===== src/rtl/writeback_stage_if.sv =====
// writeback_stage_if: stage-3 operands, data-memory read handshake and commit outputs of the writeback stage
`ifndef LOAD
`define LOAD 5'h10
`endif
`ifndef STORE
`define STORE 5'h11
`endif
interface writeback_stage_if;
  logic [7:0]  ALUStatusOut3;
  logic [31:0] ALUOut3;
  logic [31:0] ALUOverflow3;
  logic [4:0]  Opc3;
  logic [3:0]  Rc3;
  logic        Cmp3;
  logic [2:0]  Cond3;
  logic        memReady;
  logic [31:0] dataIn;
  logic        regWriteEn;
  logic [3:0]  regWriteAddr;
  logic [31:0] regWriteData;
  logic [7:0]  statusReg;
  logic [31:0] overflowReg;
  logic        stall;
  logic        memErr;
  modport master(
    output ALUStatusOut3, ALUOut3, ALUOverflow3, Opc3, Rc3, Cmp3, Cond3, memReady, dataIn,
    input  regWriteEn, regWriteAddr, regWriteData, statusReg, overflowReg, stall, memErr
  );
  modport slave(
    input  ALUStatusOut3, ALUOut3, ALUOverflow3, Opc3, Rc3, Cmp3, Cond3, memReady, dataIn,
    output regWriteEn, regWriteAddr, regWriteData, statusReg, overflowReg, stall, memErr
  );
endinterface


===== src/rtl/writeback_stage.sv =====
// writeback_stage: condition evaluation and result commit, with LOAD stall on the data-memory read handshake
module writeback_stage #(
  parameter int MEM_TIMEOUT = 16
) (
  input logic clk,
  input logic rst,
  writeback_stage_if.slave bus
);
  typedef enum logic {RUN, WAIT_MEM} state_t;
  state_t r_state, w_next;
  logic [7:0]  r_cnt;
  logic [3:0]  r_rc;
  logic [7:0]  w_conds;
  logic        w_pass, w_load, w_op, w_waiting, w_tmo, w_mem_done, w_err, w_we, w_st_en, w_ov_en;
  logic [31:0] w_wdata;
  logic [3:0]  w_waddr;
  // condition table indexed by Cond3: always, Z, !Z, N, !N, C, !C, never
  assign w_conds = {1'b0, ~bus.statusReg[2], bus.statusReg[2], ~bus.statusReg[1],
                    bus.statusReg[1], ~bus.statusReg[0], bus.statusReg[0], 1'b1};
  // decode the current cycle: what commits and where the FSM goes next
  always_comb begin
    w_pass     = w_conds[bus.Cond3];
    w_load     = r_state == RUN && w_pass && bus.Opc3 == `LOAD;
    w_op       = r_state == RUN && w_pass && bus.Opc3 != `LOAD && bus.Opc3 != `STORE;
    w_waiting  = r_state == WAIT_MEM;
    w_tmo      = w_waiting && r_cnt == 8'(MEM_TIMEOUT - 1);
    w_mem_done = (w_load || w_waiting) && bus.memReady;
    w_err      = w_tmo && !bus.memReady;
    w_next     = ((w_load || w_waiting) && !bus.memReady && !w_tmo) ? WAIT_MEM : RUN;
    w_st_en    = w_op && bus.Cmp3;
    w_ov_en    = w_op && !bus.Cmp3;
    w_we       = w_mem_done || w_err || w_ov_en;
    w_wdata    = w_mem_done ? bus.dataIn : w_err ? 32'd0 : bus.ALUOut3;
    w_waddr    = w_waiting ? r_rc : bus.Rc3;
  end
  // stall follows the next state so a LOAD stalls in the very cycle it is presented
  assign bus.stall = rst && w_next == WAIT_MEM;
  // architectural state, commit registers and the memory-wait counter
  always_ff @(posedge clk) begin
    if (!rst) begin
      r_state          <= RUN;
      r_cnt            <= 8'd0;
      r_rc             <= 4'd0;
      bus.regWriteEn   <= 1'b0;
      bus.regWriteAddr <= 4'd0;
      bus.regWriteData <= 32'd0;
      bus.statusReg    <= 8'd0;
      bus.overflowReg  <= 32'd0;
      bus.memErr       <= 1'b0;
    end else begin
      r_state        <= w_next;
      r_cnt          <= (w_waiting && w_next == WAIT_MEM) ? r_cnt + 8'd1 : 8'd0;
      r_rc           <= w_waiting ? r_rc : bus.Rc3;
      bus.regWriteEn <= w_we;
      if (w_we) begin
        bus.regWriteAddr <= w_waddr;
        bus.regWriteData <= w_wdata;
      end
      if (w_st_en) bus.statusReg <= bus.ALUStatusOut3;
      if (w_ov_en) bus.overflowReg <= bus.ALUOverflow3;
      if (w_err) bus.memErr <= 1'b1;
    end
  end
endmodule


===== src/flat_wrapper.sv =====
// flat-port wrapper written by rule: the top's interface ports become plain ports
module writeback_stage_flat 
#(
  parameter int MEM_TIMEOUT = 16
)
  (clk, rst, bus_ALUStatusOut3, bus_ALUOut3, bus_ALUOverflow3, bus_Opc3, bus_Rc3, bus_Cmp3, bus_Cond3, bus_memReady, bus_dataIn, bus_regWriteEn, bus_regWriteAddr, bus_regWriteData, bus_statusReg, bus_overflowReg, bus_stall, bus_memErr);
  writeback_stage_if bus_i ();
  input logic clk;
  input logic rst;
  input wire logic [$bits(bus_i.ALUStatusOut3)-1:0] bus_ALUStatusOut3;
  input wire logic [$bits(bus_i.ALUOut3)-1:0] bus_ALUOut3;
  input wire logic [$bits(bus_i.ALUOverflow3)-1:0] bus_ALUOverflow3;
  input wire logic [$bits(bus_i.Opc3)-1:0] bus_Opc3;
  input wire logic [$bits(bus_i.Rc3)-1:0] bus_Rc3;
  input wire logic [$bits(bus_i.Cmp3)-1:0] bus_Cmp3;
  input wire logic [$bits(bus_i.Cond3)-1:0] bus_Cond3;
  input wire logic [$bits(bus_i.memReady)-1:0] bus_memReady;
  input wire logic [$bits(bus_i.dataIn)-1:0] bus_dataIn;
  output wire logic [$bits(bus_i.regWriteEn)-1:0] bus_regWriteEn;
  output wire logic [$bits(bus_i.regWriteAddr)-1:0] bus_regWriteAddr;
  output wire logic [$bits(bus_i.regWriteData)-1:0] bus_regWriteData;
  output wire logic [$bits(bus_i.statusReg)-1:0] bus_statusReg;
  output wire logic [$bits(bus_i.overflowReg)-1:0] bus_overflowReg;
  output wire logic [$bits(bus_i.stall)-1:0] bus_stall;
  output wire logic [$bits(bus_i.memErr)-1:0] bus_memErr;
  assign bus_i.ALUStatusOut3 = bus_ALUStatusOut3;
  assign bus_i.ALUOut3 = bus_ALUOut3;
  assign bus_i.ALUOverflow3 = bus_ALUOverflow3;
  assign bus_i.Opc3 = bus_Opc3;
  assign bus_i.Rc3 = bus_Rc3;
  assign bus_i.Cmp3 = bus_Cmp3;
  assign bus_i.Cond3 = bus_Cond3;
  assign bus_i.memReady = bus_memReady;
  assign bus_i.dataIn = bus_dataIn;
  assign bus_regWriteEn = bus_i.regWriteEn;
  assign bus_regWriteAddr = bus_i.regWriteAddr;
  assign bus_regWriteData = bus_i.regWriteData;
  assign bus_statusReg = bus_i.statusReg;
  assign bus_overflowReg = bus_i.overflowReg;
  assign bus_stall = bus_i.stall;
  assign bus_memErr = bus_i.memErr;
  writeback_stage #(.MEM_TIMEOUT(MEM_TIMEOUT)) u_core (.clk(clk), .rst(rst), .bus(bus_i));
endmodule

===== config.mk =====
export PLATFORM = sky130hd
export DESIGN_NAME = writeback_stage_flat
export DESIGN_NICKNAME = d
export VERILOG_FILES = /design/src/rtl/writeback_stage_if.sv /design/src/rtl/writeback_stage.sv /design/src/flat_wrapper.sv
export SDC_FILE = /design/constraint.sdc
export NUM_CORES = 1
export LEC_CHECK = 0
export ABC_CLOCK_PERIOD_IN_PS = 2650
export BUFFER_PORTS_ARGS = -buffer_cell sky130_fd_sc_hd__buf_2
export CORE_AREA = 2 2 110 112
export CTS_BUF_LIST = sky130_fd_sc_hd__clkbuf_8
export DETAILED_ROUTE_END_ITERATION = 7
export DIE_AREA = 0 0 112 114
export PLACE_DENSITY = 0.63
export SETUP_SLACK_MARGIN = 0.2
export SYNTH_ARGS = -nofsm -noshare
export SYNTH_HDL_FRONTEND = slang
export SYNTH_SLANG_ARGS = --single-unit

===== constraint.sdc =====
create_clock -name clk -period 2.65 [get_ports clk]
set_clock_uncertainty 0.15 [all_clocks]
set_input_delay 0.53 -clock clk [delete_from_list [all_inputs] [get_ports clk]]
set_output_delay 0.53 -clock clk [all_outputs]
set_load 0.02 [all_outputs]

After elaboration in Yosys (flattened, before gate mapping)
Cells that the tools add are included.

Output and inout bits: 79. Bits in registers: 91. Bits of input ports: 120.

Add/subtract/negate cells: 1. Eq/ne operators: 4. Bitwise gates (word level): 4. Magnitude comparators: 1. Mux-type cells: 6. Reductions and logical operators: 20.

Operators by type and width (number): 2-to-1 mux 32 bit (2); logical AND 1 bit (13); inequality test 5 bit, second input constant (2); adder 8 x 1 -> 8 bit, second input constant (1); == test 8 x 4 -> 1 bit, second input constant (1); == test 5 bit, second input constant (1); less-than comparator 3 x 4 -> 1 bit, second input constant (1); 2-to-1 mux 4 bit (1); inverter 1 bit (4); binary-select mux 1 bit (select 3 bit) (1); zero test 1 bit (3); logical OR 1 bit (3); 2-to-1 mux 1 bit (2); AND reduction 2 bit (1).

Depth between registers and ports, before layout
Depth after elaboration: 11. Depth in mapped cells: 10. Depth with buffers taken out: 7.

Worst setup path before layout
OpenSTA, ideal clock, no wires.

Path type: in2reg. Start: input bus_Opc3[1]. End: register u_core.bus.regWriteData[10]. Cell stages on the path: 8. Setup time: 0.119 ns. Arrival: 2.060 ns. Setup slack: 0.321 ns. Cell sequence: or4b_4 > nor2b_1 > o21ai_2 > nand2_2 > or2_1 > buf_4 > buf_6 > o221a_1.

Word-level cells in the longest chain between the ends: 6. Elaborated cells between the ends (all ways): 12. Those cells by class: 3 x eq/ne; 1 x mux; 8 x reduce/logical.

Ends and longest elaborated chain: from (decl) (RTL line flat_wrapper.sv:13) `input wire logic [$bits(bus_i.Opc3)-1:0] bus_Opc3;`; == test 5 bit (no line); logical AND 1 bit (no line); logical OR 1 bit (RTL line writeback_stage.sv:27) `w_mem_done = (w_load || w_waiting) && bus.memReady;`; logical AND 1 bit (RTL line writeback_stage.sv:27); logical OR 1 bit (2 in a row) (RTL line writeback_stage.sv:32) `w_we = w_mem_done || w_err || w_ov_en;`; to (signal assigned) (RTL line writeback_stage.sv:57) `bus.regWriteData <= w_wdata;`; to (decl) (RTL line writeback_stage_if.sv:31) `output regWriteEn, regWriteAddr, regWriteData, statusReg, overflowReg, stall, memErr`.

Several ways; a longest one is shown, not always the timed one. A chain may end at the register's enable or synchronous reset.

Worst setup path after layout
Start: input bus_Opc3[1]. End: output bus_stall.

Word-level cells in the longest chain between the ends: 7.

Ends and longest elaborated chain: == test 5 bit (no line); logical AND 1 bit (no line); logical OR 1 bit (RTL line writeback_stage.sv:29) `w_next = ((w_load || w_waiting) && !bus.memReady && !w_tmo) ? WAIT_MEM : RUN;`; logical AND 1 bit (2 in a row) (RTL line writeback_stage.sv:29); 2-to-1 mux 1 bit (RTL line writeback_stage.sv:29); logical AND 1 bit (RTL line writeback_stage.sv:37) `assign bus.stall = rst && w_next == WAIT_MEM;`; to (decl) (RTL line flat_wrapper.sv:24) `output wire logic [$bits(bus_i.stall)-1:0] bus_stall;`.

Every way passes these cells.

==> qor.yml <==
status: "finished, final reports clean"
n_antenna_cell: 0
final_cells: 784
period_minus_slack_ns: 2.48
drv_slew: 0
postRouteWirelength_mm: 10.6
crit_fanout: 3
fp.dieArea_mm2: 0.0128
hold_viol_final: 0
irDropWorstVdd_mv: 0.253
wl_per_cell_um: 13.5
synth_area_leaders: "dfxtp_1 46%, o221a_1 9.1%, nand2_1 6.6%, and2_1 5.4%, a21boi_1 5.1%"
syn-num-nets: 561
seq_area_frac_synth: 0.460
fmax_ghz: 0.404
dr_total_vias: 3706
grt_max_degree: 55
ant_nets: 0
coreArea_mm2: 0.0117
drive_gt1_frac: 0.386
cts_buffers: 9
gp_congestion: 0.786
h-tree-depth: 3
grt_antenna_before_repair: 0
grt_usage: 0.163
hold_class: "in -> reg"
grt_pass1_wl_mm: 16.7
pin_count: 199
crit_path_end_kind: "output pin"
area_growth_pct: 36.6
grt_pass1_vias: 3423
die_height_um: 114
nets: 753
drt_iter0_markers: 183
p_leak_nw: 2.51
ctsHoldBuffers: 0
synthArstFlopShare: 0
required_ns: 1.97
cts_tree: "yes"
layout_commonest_cell: "buf_2"
placed_cells: 765
ys_types: 35
relSlewSlack: 0.676
layout_common_cells: "197 x buf_2, 89 x dfxtp_1, 70 x nand2_1, 40 x nor2_1, 36 x o21ai_0"
fin_tns_setup_ns: 0
crit_arrival_ns: 1.80
initial_core_util: 0.338
dp_hpwl_mm: 7.61
hp-start: "bus_ALUOverflow3[19]"
final_util: 0.462
worstSkewPairLatency_ns: 0.36
viasPerCell: 4.73
synthFlopType: "dfxtp_1"
cts-root-buf: "clkbuf_8"
powerDensity_mw_per_mm2: 572
synth_top_area_frac: 0.460
crit_start: "bus_Opc3[1]"
die_w_um: 112
netlist_area_mm2: 0.00396
gr-total-overflow: 0
cts_buffer_depth: 2
startpoint_type: "primary input"
whs_ns: 0.246
io_buffers: 198
rsz0062_at_grt: "true"
clkTransAtPathRegs_ns: 0.10
period_share: 0.935
drc_errors: 0
tightest_slew_ns: 0.486
ys_warn_count: 0
syn_inst: 440
rr_startpoint: "u_core.bus.statusReg[2]$_SDFFE_PN0P_"
setup_viol: 0
drv_cap: 0
yosysTopAreaCell: "dfxtp_1"
clkSinkCount: 91
ys_ff_latch: 91
critPathKind: "in -> out"
synth_edf_count: 0
power_mw: 3.09
firstDrtPassIters: 4
syn_avg_cell_area_um2: 8.99
rows: 40
-- worst paths after layout --
check                                                                to  slack (ns)  cells after the start
worst min-delay path            u_core.bus.overflowReg[19]$_SDFFE_PN0P_        0.25                      3
worst max register to register  u_core.bus.regWriteData[2]$_SDFFE_PN0P_        0.40                     10
worst max-delay path                                          bus_stall        0.17                      7
worst min register to register               u_core.r_cnt[0]$_SDFF_PN0_        0.30                      1
-- state kept, by name, summed over array words and instances (netlist names) --
name and cells:
u_core.bus.memErr 1, u_core.bus.regWriteAddr 4, u_core.r_state 1, u_core.r_cnt 8, u_core.bus.regWriteEn 1, u_core.bus.regWriteData 32, u_core.bus.overflowReg 32, u_core.r_rc 4
u_core.bus.statusReg 8
-- routing by layer --
layer	global-route usage	up-vias	share of wire
met5	0	-	0
met4	0.0439	0	0.0051
met3	0.0457	4	0.075
met2	0.264	145	0.45
met1	0.215	1670	0.47
li1	-	1887	-
-- cells in the mapped netlist, types with 2 or more instances --
| master | number |
|---|---|
| clkbuf_1 | 15 |
| buf_2 | 15 |
| inv_1 | 3 |
| xnor2_1 | 3 |
| o221a_1 | 32 |
| o21ai_0 | 36 |
| buf_6 | 3 |
| and4b_1 | 2 |
| nor2_1 | 41 |
| mux2i_1 | 13 |
| and2_1 | 34 |
| dfxtp_1 | 91 |
| a21boi_1 | 27 |
| o21ai_2 | 2 |
| a21boi_0 | 7 |
| xor2_1 | 3 |
| o21ai_1 | 4 |
| nand2_1 | 70 |
| and3_1 | 3 |
| buf_4 | 3 |
| nand3_1 | 5 |
| or2_1 | 2 |
| nor2b_1 | 14 |
-- worst max-delay path: stages --
cell     delay (ns)
buf_2          0.09
or4b_4         0.55
nor2_2         0.12
o21ai_2        0.07
nand2_1        0.07
and4b_1        0.22
buf_6          0.13
-- area by class of cell --
type                       instances  area [um2]
multi-input combinational        310        1970
tap                              147         184
sequential                        91        1820
inverter                           3        11.3
clock buffer                       9         124
timing repair buffer             217        1190
clock inverter                     7         101
fill                            1169        6310
-- per-stage QoR --
stage / worst slack [ns] / cell area, um2
final: 0.172 / 5410
after global routing: 0.107 / 5410
after CTS: 0.113 / 5400
after detailed placement: 0.0618 / 5120
after global placement: 0.0977 / 5120
after floorplan: 0.321 / 3960
-- logic make-up (layout without fill, tap and decap cells) --
family	Yosys count	count (layout)	share of synthesized area
AOI/OAI and AO/OA	111	111	0.222
xor gates and xnor gates	6	6	0.0133
adders and majority gates	1	1	0.00316
buffers and inverters	39	236	0.0503
DFF	91	91	0.460
muxes	14	14	0.0367
and+or+nand+nor	178	178	0.214
-- repair_timing --
action	CTS	global route
pin swaps	4	2
endpoints found under the setup margin	1	1
setup buffers	2	1
endpoints found under the hold margin	0	0
gates resized for setup	8	1
-- power breakdown --
group | total, mW | switching (mW) | internal, mW
Combinational | 0.546 | 0.301 | 0.245
Clock | 1.05 | 0.512 | 0.538
Sequential | 1.50 | 0.0440 | 1.45
Power figures use the tool's default switching activity.
